$ cat config.mk
export PLATFORM = sky130hd
export DESIGN_NAME = hazard_ctrl
export DESIGN_NICKNAME = d
export VERILOG_FILES = /design/src/rtl/hazard_pkg.sv /design/src/rtl/hazard_perf_cnt.sv /design/src/rtl/hazard_ctrl.sv
export SDC_FILE = /design/constraint.sdc
export NUM_CORES = 1
export LEC_CHECK = 0
export CORE_AREA = 8 8 45 47
export DETAILED_ROUTE_END_ITERATION = 16
export DIE_AREA = 0 0 53 55
export PLACE_DENSITY_LB_ADDON = 0.05
export SYNTH_ARGS = -nofsm -noshare
export SYNTH_HDL_FRONTEND = slang
export SYNTH_SLANG_ARGS = --single-unit
$ cat constraint.sdc
create_clock -name clk_i -period 2.04 [get_ports clk_i]
set_clock_uncertainty 0.15 [all_clocks]
set_input_delay 0.51 -clock clk_i [delete_from_list [all_inputs] [get_ports clk_i]]
set_output_delay 0.51 -clock clk_i [all_outputs]
set_load 0.05 [all_outputs]
$ cat src/rtl/hazard_pkg.sv
// Shared types and constants for the ID-stage hazard controller.
package hazard_pkg;

  typedef enum logic [1:0] {
    RUN   = 2'd0,
    STALL = 2'd1,
    FLUSH = 2'd2
  } hazard_state_t;

  localparam logic [4:0] REG_X0         = 5'd0;
  localparam int         LOAD_STALL_MAX = 7;

  // True when a source register is both read and written by the load ahead of it.
  function automatic logic src_match(input logic used, input logic [4:0] rs,
                                     input logic [4:0] rd);
    return used && (rs == rd);
  endfunction

endpackage

$ cat src/rtl/hazard_perf_cnt.sv
// Saturating stall/flush event counters, present only with HAZARD_PERF_CNT_EN.
module hazard_perf_cnt (
  input  logic        clk_i,
  input  logic        rst_i,
  input  logic        stall,
  input  logic        flush,
  output logic [31:0] stall_cnt,
  output logic [31:0] flush_cnt
);

  always_ff @(posedge clk_i) begin
    if (!rst_i) begin
      stall_cnt <= '0;
      flush_cnt <= '0;
    end else begin
      if (stall && (stall_cnt != '1)) stall_cnt <= stall_cnt + 32'd1;
      if (flush && (flush_cnt != '1)) flush_cnt <= flush_cnt + 32'd1;
    end
  end

endmodule

$ cat src/rtl/hazard_ctrl.sv
// Load-use stall and branch flush control for the ID stage.
// Optional perf counters (StallCnt_o, FlushCnt_o) are built when HAZARD_PERF_CNT_EN is defined.
module hazard_ctrl
  import hazard_pkg::*;
#(
  parameter int LOAD_STALL = 1
) (
  input  logic          clk_i,
  input  logic          rst_i,
  input  logic [4:0]    IF_ID_RS1addr_i,
  input  logic [4:0]    IF_ID_RS2addr_i,
  input  logic          RS1used_i,
  input  logic          RS2used_i,
  input  logic [4:0]    ID_EX_RDaddr_i,
  input  logic          ID_EX_MemRead_i,
  input  logic          BranchTaken_i,
  output logic          hazard_o,
  output logic          PCWrite_o,
  output logic          IF_IDWrite_o,
  output logic          Flush_o,
`ifdef HAZARD_PERF_CNT_EN
  output logic [31:0]   StallCnt_o,
  output logic [31:0]   FlushCnt_o,
`endif
  output hazard_state_t dbg_state
);

  // Out-of-range settings are clamped into 1..LOAD_STALL_MAX.
  localparam int STALL_N = (LOAD_STALL < 1) ? 1 :
                           (LOAD_STALL > LOAD_STALL_MAX) ? LOAD_STALL_MAX : LOAD_STALL;
  localparam int CW      = $clog2(STALL_N + 1);

  hazard_state_t state;
  logic [CW-1:0] cnt;
  logic          load_use;

  assign load_use = ID_EX_MemRead_i && (ID_EX_RDaddr_i != REG_X0) &&
                    (src_match(RS1used_i, IF_ID_RS1addr_i, ID_EX_RDaddr_i) ||
                     src_match(RS2used_i, IF_ID_RS2addr_i, ID_EX_RDaddr_i));

  assign dbg_state = state;

  // Outputs stay combinational so the bubble lands in the detection cycle.
  always_comb begin
    hazard_o     = 1'b0;
    PCWrite_o    = 1'b1;
    IF_IDWrite_o = 1'b1;
    Flush_o      = 1'b0;
    if (rst_i) begin
      case (state)
        RUN: begin
          if (BranchTaken_i) begin
            hazard_o = 1'b1;
            Flush_o  = 1'b1;
          end else if (load_use) begin
            hazard_o     = 1'b1;
            PCWrite_o    = 1'b0;
            IF_IDWrite_o = 1'b0;
          end
        end
        STALL: begin
          hazard_o = 1'b1;
          if (BranchTaken_i) begin
            Flush_o = 1'b1;
          end else begin
            PCWrite_o    = 1'b0;
            IF_IDWrite_o = 1'b0;
          end
        end
        FLUSH: hazard_o = 1'b1;
        default: ;
      endcase
    end
  end

  // STALL carries the remaining bubbles because ID_EX no longer holds the load.
  always_ff @(posedge clk_i) begin
    if (!rst_i) begin
      state <= RUN;
      cnt   <= '0;
    end else begin
      case (state)
        RUN: begin
          if (BranchTaken_i) begin
            state <= FLUSH;
          end else if (load_use && (STALL_N > 1)) begin
            cnt   <= CW'(STALL_N - 1);
            state <= STALL;
          end
        end
        STALL: begin
          if (BranchTaken_i || (cnt <= CW'(1))) begin
            cnt   <= '0;
            state <= RUN;
          end else begin
            cnt <= cnt - CW'(1);
          end
        end
        FLUSH:   state <= RUN;
        default: state <= RUN;
      endcase
    end
  end

`ifdef HAZARD_PERF_CNT_EN
  hazard_perf_cnt u_perf (
    .clk_i     (clk_i),
    .rst_i     (rst_i),
    .stall     (!PCWrite_o),
    .flush     (Flush_o),
    .stall_cnt (StallCnt_o),
    .flush_cnt (FlushCnt_o)
  );
`endif

endmodule

* Word-level counts from Yosys, hierarchy flattened *
Index checks and enable logic that the tools add are counted.

storage, ports and cells
  memories = 0
  ROM bits = 0
  bits in writable memories = 0
  register bits = 3
  output and inout bits = 6
  bits in latches = 0
  input port bits = 21
  logic and storage cells = 36

cells by class
  order comparisons = 1
  bitwise gates (word level) = 0
  shifts and indexed selects = 0
  equality and inequality tests = 6
  reductions and logical operators = 11
  mux-type cells = 15
  divide/modulo/power cells = 0
  $mul = 0
  add/sub/neg operators = 1

operators with widths
  kind                   number
  $eq A5 B5 Y1           2
  $mux W1                10
  $reduce_bool A5 Y1     1
  $logic_and A1 B1 Y1    4
  $mux W2                2
  $ne A2 B2 Y1 const B   2
  $pmux W1 S2            2
  $pmux W2 S2            1
  $reduce_or A2 Y1       2
  $eq A2 B1 Y1 const B   1
  $eq A2 B2 Y1 const B   1
  $logic_not A2 Y1       1
  $logic_or A1 B1 Y1     2
  $reduce_and A2 Y1      1
  $le A1 B1 Y1 const B   1
  $sub A1 B1 Y1 const B  1

* Logic depth before layout (Yosys ltp) *
  word-level depth = 8
  mapped depth = 5
  depth with buffers taken out = 4

* Worst setup path before layout *
Ideal clock, no wire load.

  path type = input -> output
  start point = in ID_EX_RDaddr_i[1]
  end point = out PCWrite_o
  stages on the path = 4
  required time = 1380 ps
  path buffers = 1
  path slack = -504 ps
  arrival = 1884 ps
  cell sequence = or4_1 > o21a_1 > nand3_1 > buf_4

between the ends
  word-level cells in the longest chain between the ends = 8
  elaborated cells on any way between the ends = 12
  classes of those cells = eq/ne: 2; mux: 4; reduce/logical: 6

RTL lines
  what                    line               text
  from (decl)             hazard_ctrl.sv:14  input logic [4:0] ID_EX_RDaddr_i,
  $eq A5 B5 Y1            hazard_pkg.sv:16   return used && (rs == rd);
  $logic_and A1 B1 Y1     hazard_pkg.sv:16
  $logic_or A1 B1 Y1      hazard_ctrl.sv:38  (src_match(RS1used_i, IF_ID_RS1addr_i, ID_EX_RDaddr_i) ||
  $logic_and A1 B1 Y1 *   hazard_ctrl.sv:37  assign load_use = ID_EX_MemRead_i && (ID_EX_RDaddr_i != REG_X0) &&
  $mux W1 * (2 in a row)  n/a
  $pmux W1 S2 *           n/a
  $mux W1 *               n/a
  to (decl)               hazard_ctrl.sv:18  output logic PCWrite_o,

Every way passes the cells marked *; elsewhere a longest branch is shown, timed or not.

* Worst setup path in the final report *
  start point = in ID_EX_RDaddr_i[2]
  end point = out hazard_o

between the ends
  word-level cells in the longest chain between the ends = 8
  elaborated cells on any way between the ends = 12
  classes of those cells = eq/ne: 2; mux: 4; reduce/logical: 6

RTL lines
  what                   line               text
  $eq A5 B5 Y1           hazard_pkg.sv:16
  $logic_and A1 B1 Y1    hazard_pkg.sv:16
  $logic_or A1 B1 Y1     hazard_ctrl.sv:38
  $logic_and A1 B1 Y1 *  hazard_ctrl.sv:37
  $mux W1 *              hazard_ctrl.sv:55  end else if (load_use) begin
  $mux W1 *              hazard_ctrl.sv:52  if (BranchTaken_i) begin
  $pmux W1 S2 *          hazard_ctrl.sv:50  case (state)
  $mux W1 *              hazard_ctrl.sv:49  if (rst_i) begin
  to (decl)              hazard_ctrl.sv:17  output logic hazard_o,

Marked as above.

==> metrics.log <==
[metrics] part of the cycle the worst path needs: 115%
[metrics] synthesized-area fraction occupied by ao, oa, aoi and oai cells: approximately 14%
[metrics] Chip Height: 55 um
[metrics] largest family of logic cells by synthesized area: XOR/XNOR gates
[metrics] Required @ worst endpoint: 1.38 ns
[metrics] number of buffers inserted to repair setup after CTS: 0
[metrics] post-synthesis adder-cell area fraction: 0%
[metrics] diode insertion count for antenna repair: 0
[metrics] post-route setup slack: -0.310 ns
[metrics] synthesized flop and latch total: 1
[metrics] overflow left after global routing: 0
[metrics] DR pass1 iterations: 1
[metrics] clock input transition at the sequential cells of the worst setup and hold paths: 0 ns
[metrics] unrepaired setup endpoints after global routing: yes
[metrics] Arrival @ worst endpoint: roughly 1.7 ns
[metrics] highest achievable clock rate: 0.426 GHz
[metrics] mean instance size in the synthesized netlist: ~7.9 sq um
[metrics] global-route total usage across every layer: between 5 and 6%
[metrics] IR Drop Worst-Case VDD: 62.2 uV
[metrics] count of boundary I/O pins: 27
[metrics] number of nets produced by synthesis: 48
[metrics] Min-Delay Startpoint: dbg_state[1]
[metrics] met2 routing resource usage after global routing: between 10 and 15%
[metrics] met1 track demand over resource in global routing: under 10%
[metrics] Final Hold Viols: 0
[metrics] met3 usage: 0.802%
[metrics] failing checks: setup timing
[metrics] share of post-route cells with drive strength above 1: between 30 and 40%
[metrics] pre-CTS WS: -0.698 ns
[metrics] FF-to-FF Start: dbg_state[1]
[metrics] Critical Path Sink Type: output pin
[metrics] worst skew pair latency: 0 ns
[metrics] initial DRC count: 0
[metrics] final number of setup-violating endpoints: 3
[metrics] Max Transition Viols Final: 0
[metrics] number of antenna violations at the first check in global routing: 0
[metrics] global-route wire length before repair: ~1300 um
[metrics] critical path cell sequence: buf_6 > or4_4 > o21a_1 > a31o_2 > buf_8
[metrics] category of the critical setup timing path: input port to output pin
[metrics] simple logic cell fraction of the synthesized area: 26.9%
[metrics] CORE AREA: about 1400 sq um
[metrics] result of the run: finished, violations left
[metrics] stage delay of the slowest cell on the critical path: 0.51 ns
[metrics] crit-path max FO: 2
[metrics] synthesized instance count: 27
[metrics] global route hottest layer: met2
[metrics] floorplan die width: 53 um
[metrics] largest area contributor in the synthesized netlist: sky130_fd_sc_hd__xnor2_1
[metrics] total die area: 2920 sq um
[metrics] number of standard cells in the layout, taps in and fillers out: 75
[metrics] crit start category: input port
[metrics] number of cell rows: 14
[metrics] portion of netlist area occupied by mux cells: 0%
[metrics] Post-Route WL: ~850 um
[metrics] total power per unit cell area: 236 nW/um^2
[metrics] starting density of the core: 15.5%
[metrics] synthesized-area fraction occupied by xor and xnor cells: between 40 and 50%
[metrics] drt via density: 4.11
[metrics] Net count, final: just over 80
[metrics] share of the synthesized area in the top cell type: around two fifths
[metrics] classification of the worst-slack hold path: flop to flop
[metrics] number of warnings issued by yosys: 0
[metrics] Cells after DPL: 75
[metrics] min cycle time layout: 2.35 ns
[metrics] area growth from synthesis to layout: 167%
[metrics] commonest cells after routing, fill and taps aside: sky130_fd_sc_hd__dlygate4sd2_1 (11), sky130_fd_sc_hd__xnor2_1 (10), sky130_fd_sc_hd__buf_4 (9)
[metrics] most common cell after layout, fill and taps aside: sky130_fd_sc_hd__dlygate4sd2_1
[metrics] Post-route DRC: 0
[metrics] weighted congestion at the end of routability-driven global placement: 0.618
[metrics] cells taking the most area after synthesis: sky130_fd_sc_hd__xnor2_1 (41%), sky130_fd_sc_hd__dfxtp_1 (9.4%), sky130_fd_sc_hd__and3b_1 (8.2%)
[metrics] max-capacitance violation count: 0
[metrics] antenna violation net count after detailed routing: 0
[metrics] part of the Yosys area used for sequential elements: 9.36%
[metrics] Worst setup startpoint: ID_EX_RDaddr_i[2]
[metrics] wire per inst: 11.3 um
[metrics] pin count of the biggest net entering global routing: 6
[metrics] Cell variety after synth: 13
[metrics] post-DP HPWL: 817 um
[metrics] max reg flops: 1
[metrics] cell area after synthesis: 214 sq um
[metrics] P_leak: 0.258 nW
[metrics] number of vias after detailed routing: 308
[metrics] via count of the first global-routing pass: 367
[metrics] cell at the slowest stage of the critical path: sky130_fd_sc_hd__or4_4
[metrics] Buffers on Ports: 25
cells in the mapped netlist:
cell type and count:
sky130_fd_sc_hd__xnor2_1 10, sky130_fd_sc_hd__nand3_1 1, sky130_fd_sc_hd__nand2_1 2, sky130_fd_sc_hd__o21a_1 2
sky130_fd_sc_hd__buf_4 2, sky130_fd_sc_hd__conb_1 1, sky130_fd_sc_hd__or4_1 1, sky130_fd_sc_hd__a31o_1 1
sky130_fd_sc_hd__nor3b_1 1, sky130_fd_sc_hd__nand4_1 2, sky130_fd_sc_hd__dfxtp_1 1, sky130_fd_sc_hd__and3b_1 2
sky130_fd_sc_hd__o22ai_1 1
per-layer routing:
metal	routed length [um]	share of wire (%)	up-vias
li1	-	-	157
met2	459	54	13
met3	58	6.8	0
met1	328	39	138
met4	0	0	0
met5	0	0	-
through the flow:
stage	total power, mW	hold slack (ns)	utilization, %	TNS, ns	instance area [sq um]
2_1_floorplan	0.0708	0.516	-	-0.386	230
3_3_place_gp	0.139	0.398	41.5	-2.02	574
3_5_place_dp	0.141	0.410	41.5	-2.09	574
4_1_cts	0.136	0.414	41.0	-0.966	567
5_1_grt	0.142	0.446	41.3	-0.937	572
6_report	0.135	0.411	41.3	-0.867	572
cells by family after synthesis:
kind of cell / after synthesis
flops: 1
simple gates: 9
other cells: 1
compound gates: 4
buf+inv: 2
xor+xnor: 10
where the power goes:
part	switching (mW)	total, mW	internal, mW
registers	0.00128	0.0224	0.0211
logic	0.0482	0.113	0.0646
clock network	0	0	0
total	0.0495	0.135	0.0858
worst max-delay path: cells and delay by family:
family,cells,cell delay (ns)
AND/OR/NAND/NOR,1,0.51
AO/OA/AOI/OAI,2,0.42
buffers and inverters,2,0.24
worst paths after layout:
path | endpoint | slack [ns] | cells after the start
hold / removal | dbg_state[1] | 0.41 | 1
setup / recovery | hazard_o | -0.31 | 5
setup reg to reg | dbg_state[1] | 1.22 | 1
hold reg to reg | dbg_state[1] | 0.41 | 1
what timing repair did:
action                     in CTS  in global routing
gates resized for setup        34                  4
hold buffers                    0                  0
setup endpoints to repair       4                  3
pin swaps                      16                  8
hold endpoints to repair        0                  0
layout make-up:
cell class              count  area, sq um
fillers                   149          812
repair buffers             34          330
multi-input cells          24          201
flip-flops and latches      1         20.0
well taps                  16         20.0
(Power assumes the default switching activity.)
